--- config.mk ---
export PLATFORM = sky130hd
export DESIGN_NAME = serial_sub_ctrl
export DESIGN_NICKNAME = d
export VERILOG_FILES = /design/src/rtl/full_sub.sv /design/src/rtl/serial_sub_ctrl.sv
export SDC_FILE = /design/constraint.sdc
export NUM_CORES = 1
export LEC_CHECK = 0
export BUFFER_PORTS_ARGS = -buffer_cell sky130_fd_sc_hd__buf_2
export CAP_MARGIN = 25
export CORE_UTILIZATION = 55
export CTS_CLUSTER_DIAMETER = 60
export DETAILED_ROUTE_END_ITERATION = 7
export PLACE_DENSITY = 0.8
export SLEW_MARGIN = 20
export SYNTH_ARGS = -nofsm -noshare
export SYNTH_HDL_FRONTEND = slang
export SYNTH_SLANG_ARGS = --single-unit
--- constraint.sdc ---
create_clock -name clk -period 2 [get_ports clk]
set_input_delay 0.2 -clock clk [delete_from_list [all_inputs] [get_ports clk]]
set_output_delay 0.2 -clock clk [all_outputs]
set_load 0.02 [all_outputs]
--- src/rtl/full_sub.sv ---
// full_sub: one-bit full subtractor, purely combinational.
// Computes a - b - bin for a single bit position.
// Ports:
//   a, b  : operand bits (minuend, subtrahend)
//   bin   : borrow in
//   diff  : difference bit
//   br    : borrow out (1 when a < b + bin)
module full_sub (
  input  logic a,
  input  logic b,
  input  logic bin,
  output logic diff,
  output logic br
);

  assign diff = a ^ b ^ bin;
  // Borrow when a=0 and b=1, or when a==b and a borrow is already coming in.
  assign br   = (~a & b) | (~(a ^ b) & bin);

endmodule

--- src/rtl/serial_sub_ctrl.sv ---
// serial_sub_ctrl: bit-serial subtract sequencer.
// Computes {br, diff} = a - b - bin by pushing the operands LSB-first through
// one full_sub cell, one bit per clock, with the borrow held in a flop.
// Ports:
//   clk    : rising-edge clock
//   rst    : synchronous reset, active-high
//   start  : request, accepted only in IDLE or DONE
//   a, b   : minuend / subtrahend, captured on the accepting edge
//   bin    : initial borrow-in, captured on the accepting edge
//   busy   : high while the operation is in flight
//   done   : one-cycle pulse when diff/br hold a new result
//   diff   : result register, a - b - bin mod 2^WIDTH
//   br     : final borrow-out
//
// state | meaning
// ------+-----------------------------------------------------------
// IDLE  | waiting for start; diff/br hold the last result
// RUN   | one operand bit per clock, cnt counts bits already done
// DONE  | one cycle with done=1; start here restarts immediately
module serial_sub_ctrl #(
  parameter int WIDTH = 8
) (
  input  logic             clk,
  input  logic             rst,
  input  logic             start,
  input  logic [WIDTH-1:0] a,
  input  logic [WIDTH-1:0] b,
  input  logic             bin,
  output logic             busy,
  output logic             done,
  output logic [WIDTH-1:0] diff,
  output logic             br
);

  localparam int CW = $clog2(WIDTH);
  localparam logic [CW-1:0] LAST = CW'(WIDTH - 1);

  typedef enum logic [1:0] {
    IDLE = 2'd0,
    RUN  = 2'd1,
    DONE = 2'd2
  } state_t;

  state_t           state;
  logic [WIDTH-1:0] sa;
  logic [WIDTH-1:0] sb;
  logic [WIDTH-1:0] rs;
  logic             borrow;
  logic [CW-1:0]    cnt;
  logic             fs_diff;
  logic             fs_br;

  full_sub u_full_sub (
    .a    (sa[0]),
    .b    (sb[0]),
    .bin  (borrow),
    .diff (fs_diff),
    .br   (fs_br)
  );

  always_ff @(posedge clk) begin
    if (rst) begin
      state  <= IDLE;
      sa     <= '0;
      sb     <= '0;
      rs     <= '0;
      borrow <= 1'b0;
      cnt    <= '0;
      busy   <= 1'b0;
      done   <= 1'b0;
      diff   <= '0;
      br     <= 1'b0;
    end else begin
      done <= 1'b0;
      case (state)
        IDLE, DONE: begin
          // diff/br deliberately untouched: old result stays visible until
          // the new one lands.
          if (start) begin
            sa     <= a;
            sb     <= b;
            borrow <= bin;
            cnt    <= '0;
            state  <= RUN;
            busy   <= 1'b1;
          end else begin
            state <= IDLE;
            busy  <= 1'b0;
          end
        end
        RUN: begin
          sa     <= sa >> 1;
          sb     <= sb >> 1;
          borrow <= fs_br;
          // Result bits enter at the MSB so after WIDTH shifts bit 0 is the LSB.
          rs     <= {fs_diff, rs[WIDTH-1:1]};
          if (cnt == LAST) begin
            diff  <= {fs_diff, rs[WIDTH-1:1]};
            br    <= fs_br;
            state <= DONE;
            busy  <= 1'b0;
            done  <= 1'b1;
          end else begin
            cnt <= cnt + 1'b1;
          end
        end
        default: begin
          state <= IDLE;
          busy  <= 1'b0;
        end
      endcase
    end
  end

endmodule
==> results of run 1 <==
-- worst paths after layout --
kind | from | end | slack (ns) | cells after the start
worst max-delay path | cnt[0] | diff[7] | 0.24 | 5
worst min-delay path | b[7] | sb[7] | 0.09 | 3
worst max register to register | cnt[0] | diff[7] | 0.24 | 5
worst min register to register | diff[6] | diff[6] | 0.46 | 2
-- flip-flops by register name, indices dropped and copies added (netlist names) --
| register | cells |
|---|---|
| br | 1 |
| state | 1 |
| sa | 8 |
| rs | 7 |
| busy | 1 |
| done | 1 |
| cnt | 3 |
| diff | 8 |
| sb | 8 |
| borrow | 1 |
-- where the power goes --
part	switching (mW)	internal (mW)
Sequential	0.0235	0.815
Combinational	0.103	0.0711
Clock	0.255	0.295
-- per-layer routing --
metal  wire [um]  up-vias  global-route usage (%)
met5           0        -                       0
met4          30        0                    8.93
met3         219        4                    7.03
met2        1580       54                    33.7
met1        1400      636                    28.9
li1            -      700                       -
-- layout make-up --
type                       instances  area, um^2
fill                             217         797
sequential                        39         781
multi-input combinational        134         688
timing repair buffer              34         193
clock buffer                       6        51.3
tap                               30        37.5
clock inverter                     2        35.0
inverter                           2        7.51
-- cells in the mapped netlist --
library cell	instances	share of area, %
nand2_1	54	13
dfxtp_1	39	50
a21oi_1	23	7.3
nor2_1	16	3.8
a311oi_1	15	8.4
nand3_1	14	4.5
buf_4	6	2.9
clkbuf_1	5	1.2
buf_2	3	0.96
nand2b_1	3	1.2
ha_1	2	1.6
inv_1	2	0.48
nor2b_1	2	0.80
a2bb2oi_1	1	0.56
buf_6	1	0.72
fa_1	1	1.3
nand3b_1	1	0.48
nor3b_1	1	0.48
or3b_1	1	0.56
-- through the flow --
stage               cell area (um^2)  instances  hold WS, ns
finish                          1790        247       0.0886
global route                    1790        247       0.0801
CTS                             1790        247       0.0716
detailed placement              1710        239        0.445
global placement                1710        239        0.439
floorplan                       1570        190        0.336
-- worst register-to-register path, stage by stage (launching register included) --
cell      delay (ns)
dfxtp_1         0.37
ha_1            0.18
ha_1            0.43
nand3b_1        0.38
nand2_1         0.19
a21oi_1         0.08
-- kinds of logic (layout without fill, tap and decap cells) --
| logic type | Yosys count | count (layout) | synth area share, % |
|---|---|---|---|
| AND/OR/NAND/NOR | 92 | 92 | 24.8 |
| AO/OA/AOI/OAI | 39 | 39 | 16.3 |
| flip-flops | 39 | 39 | 49.8 |
| buffers and inverters | 17 | 44 | 6.23 |
| adder cells (fa/ha/maj) | 3 | 3 | 2.88 |
==> flow_summary.ini, run 1 <==
[outcome]
status = completed

[routing]
drc = 0
wirelength_mm = 3.23
wl_per_cell_um = 13.1
drt_iter0_markers = 64
detail-route-antenna-nets = 0
viasPerCell = 5.64
vias = 1394
first_pass_iters = 4

[final_layout]
utilization_pct = 69.2
final_common_cell = nand2_1
final_nets = 239
syn2layout_area_growth_pct = 14.5
drive_gt1_share_pct = 19.4
antenna_cells = 0
final_cell_mix = nand2_1, dfxtp_1, buf_2

[cts]
clkLatencyLatePin_ns = 0.34
clock-root-buffer = clkbuf_4
hold_buffers = 0
max-clock-path-buffers = 2
clk_pin_slew_worst_paths_ns = 0.12
clock-sinks = 39
cts_setup_buffers = 0
tritoncts = built
ctsHtreeMaxLevel = 2
post_cts_resized = 0
cts_made_buffers = 5

[global_route]
grt_pass1_wl_mm = 5.36
grt_pass1_vias = 1242
antenna_found_initial = 0
grt_usage_pct = 22.1
gr-total-overflow = 0
grt_start_max_net_pins = 40

[worst_setup_path]
crit_fanout = 13
slowest_stage = ha_1
critical_path_required_ns = 2.21
cp_num_buf_inv = 0
slowest_delay_ns = 0.43
critPathTopFamily = adder cells
path_class = flip-flop to flip-flop
path_common_cell = ha_1
crit_arrival_ns = 1.97
critPathCaptureType = flip-flop
worstSetupStartpointType = flip-flop
path_cells = ha_1, ha_1, nand3b_1, nand2_1, a21oi_1

[sta]
grt_setup_unrepaired = no
finClkSkew_ns = 0.00536
worstMarginPinSlew_ns = 0.667
setup_slack_ns = 0.238
relSlewSlack_pct = 55.5
finalSetupViolations = 0
drv_slew = 0
setup-tns-final_ns = 0
fmax_ghz = 0.568
hold_viol = 0
timing.final.crit_share_pct = 88.1
period_minus_slack_ns = 1.76

[yosys]
syn_avg_cell_area_um2 = 8.24
ys_seq_area_share_pct = 49.8
synth_cell_type_count = 19
synthCells = 190
syn-num-nets = 213
ys_seq_elements = 39
syn_area_mm2 = 0.00157
yosysWarnings = 0

[die]
die-area_mm2 = 0.00307
core-area_mm2 = 0.00259
die-width_um = 55.4
chipHeight_um = 55.4
core.rowCount = 18
initial_core_util_pct = 60.5
io_pins = 31

[power]
power_mw = 1.56
p_leak_nw = 0.728
ir_drop_uv = 787
p_per_area_mw_per_mm2 = 872

[min_path]
hold_path.class = input pin to flip-flop

[place]
pre_cts_ws_ns = 0.229
place_congestion = 0.712
port_buffers = 30
hpwl_mm = 2.16

[run]
drv_cap = 0
Note: power is estimated with default switching activity, not from simulation.
==> run 2: changes to the inputs <==
- CORE_ASPECT_RATIO: default -> 1.5
==> run 2 against run 1 <==
Clock power decreased by 4.2%. Combinational power fell by 3%. Global-route usage is 0.16 points lower. Power decreased by 1.9%. Critical path depth stayed put. Maximum frequency is 6.2% higher. Worst hold slack gained 0.049 ns. Largest power group unchanged.
==> flow_summary.ini, run 2 (synthesized netlist as in run 1, its figures left out) <==
[worst_setup_path]
crit_end = cnt[2]
reg2reg_to = cnt[2]
crit_fanout = 13
path_class = flip-flop to flip-flop
rrSetupSlack_ns = 0.34
startpoint = cnt[0]
critical_path_required_ns = 2.15
crit_arrival_ns = 1.81
r2r-start = cnt[0]
worstRegToRegCells = 5
worstSetupStartpointType = flip-flop
critPathCaptureType = flip-flop

[power]
power_mw = 1.53
p_per_area_mw_per_mm2 = 856
ir_drop_uv = 725
p_leak_nw = 0.714

[sta]
period_minus_slack_ns = 1.66
fmax_ghz = 0.603
drv_slew = 0
hold_slack_ns = 0.137
grt_setup_unrepaired = no
worstMarginPinSlew_ns = 0.667
finalSetupViolations = 0
timing.final.crit_share_pct = 83.0
setup_slack_ns = 0.341
setup-tns-final_ns = 0
relSlewSlack_pct = 55.5
hold_viol = 0
finClkSkew_ns = 0.00908

[min_path]
hold_path.class = input pin to flip-flop
hold_depth = 3

[final_layout]
syn2layout_area_growth_pct = 14.4
final_cell_mix = nand2_1, dfxtp_1, buf_2
drive_gt1_share_pct = 19.4
fin_area_mm2 = 0.00179
instances_no_fill = 254
utilization_pct = 66.9
antenna_cells = 0
reg_top3 = diff x8, sa x8, sb x8
final_nets = 239
final_common_cell = nand2_1

[place]
port_buffers = 30
dpl.cell_count = 246
pre_cts_ws_ns = 0.360
hpwl_mm = 1.98
placed_area_mm2 = 0.00170
place_congestion = 0.769

[cts]
tritoncts = built
clock-sinks = 39
hold_buffers = 0
clk_pin_slew_worst_paths_ns = 0.07
clock-root-buffer = clkbuf_8
cts_setup_buffers = 0
clkLatencyLatePin_ns = 0.30
max-clock-path-buffers = 2
ctsHtreeMaxLevel = 2
post_cts_resized = 0
cts_made_buffers = 5

[die]
io_pins = 31
die-width_um = 45.6
core.rowCount = 23
initial_core_util_pct = 58.5
core-area_mm2 = 0.00268
die-area_mm2 = 0.00307
chipHeight_um = 67.4

[global_route]
grt_pass1_wl_mm = 4.80
grt_usage_pct = 21.9
grt_start_max_net_pins = 40
antenna_found_initial = 0
gr-total-overflow = 0
grt_pass1_vias = 1157

[run]
drv_cap = 0

[routing]
viasPerCell = 5.32
vias = 1352
drc = 0
first_pass_iters = 4
wirelength_mm = 2.94
wl_per_cell_um = 11.6
detail-route-antenna-nets = 0
drt_iter0_markers = 46

[outcome]
status = completed
-- run 2: worst min path at each step --
stage / start / to / slack, ns
floorplan: a[7] / sa[7] / 0.34
global placement: diff[3] / diff[3] / 0.44
detailed placement: diff[7] / diff[7] / 0.45
CTS: b[7] / sb[7] / 0.13
global route: b[7] / sb[7] / 0.14
finish: b[7] / sb[7] / 0.14
-- run 2: area by class of cell --
class / count / area [um^2]
Inverter: 2 / 7.51
Multi-Input combinational cell: 134 / 688
Tap cell: 37 / 46.3
Timing Repair Buffer: 34 / 180
Clock inverter: 3 / 20.0
Sequential cell: 39 / 781
Clock buffer: 5 / 68.8
Fill cell: 233 / 885
-- run 2: per-layer routing --
metal | routed length, um | GRT usage [%] | vias to the layer above | part of all wire, %
met5 | 0 | 0 | - | 0
met4 | 65 | 11.4 | 0 | 2.2
met3 | 118 | 6.42 | 5 | 4.0
met2 | 1460 | 35.7 | 31 | 49
met1 | 1300 | 25.3 | 621 | 44
li1 | - | - | 695 | -
-- run 2: power by group --
| group | switching, mW | internal [mW] | total (mW) |
|---|---|---|---|
| Sequential | 0.0230 | 0.815 | 0.838 |
| Clock | 0.285 | 0.242 | 0.528 |
| Combinational | 0.101 | 0.0673 | 0.168 |
| Total | 0.409 | 1.12 | 1.53 |
-- run 2: worst max-delay path, cell delays in order, from the launching register on --
cell and delay [ns]:
dfxtp_1 0.33, ha_1 0.20, ha_1 0.32, or3b_1 0.47, nand3_1 0.12, a21oi_1 0.07
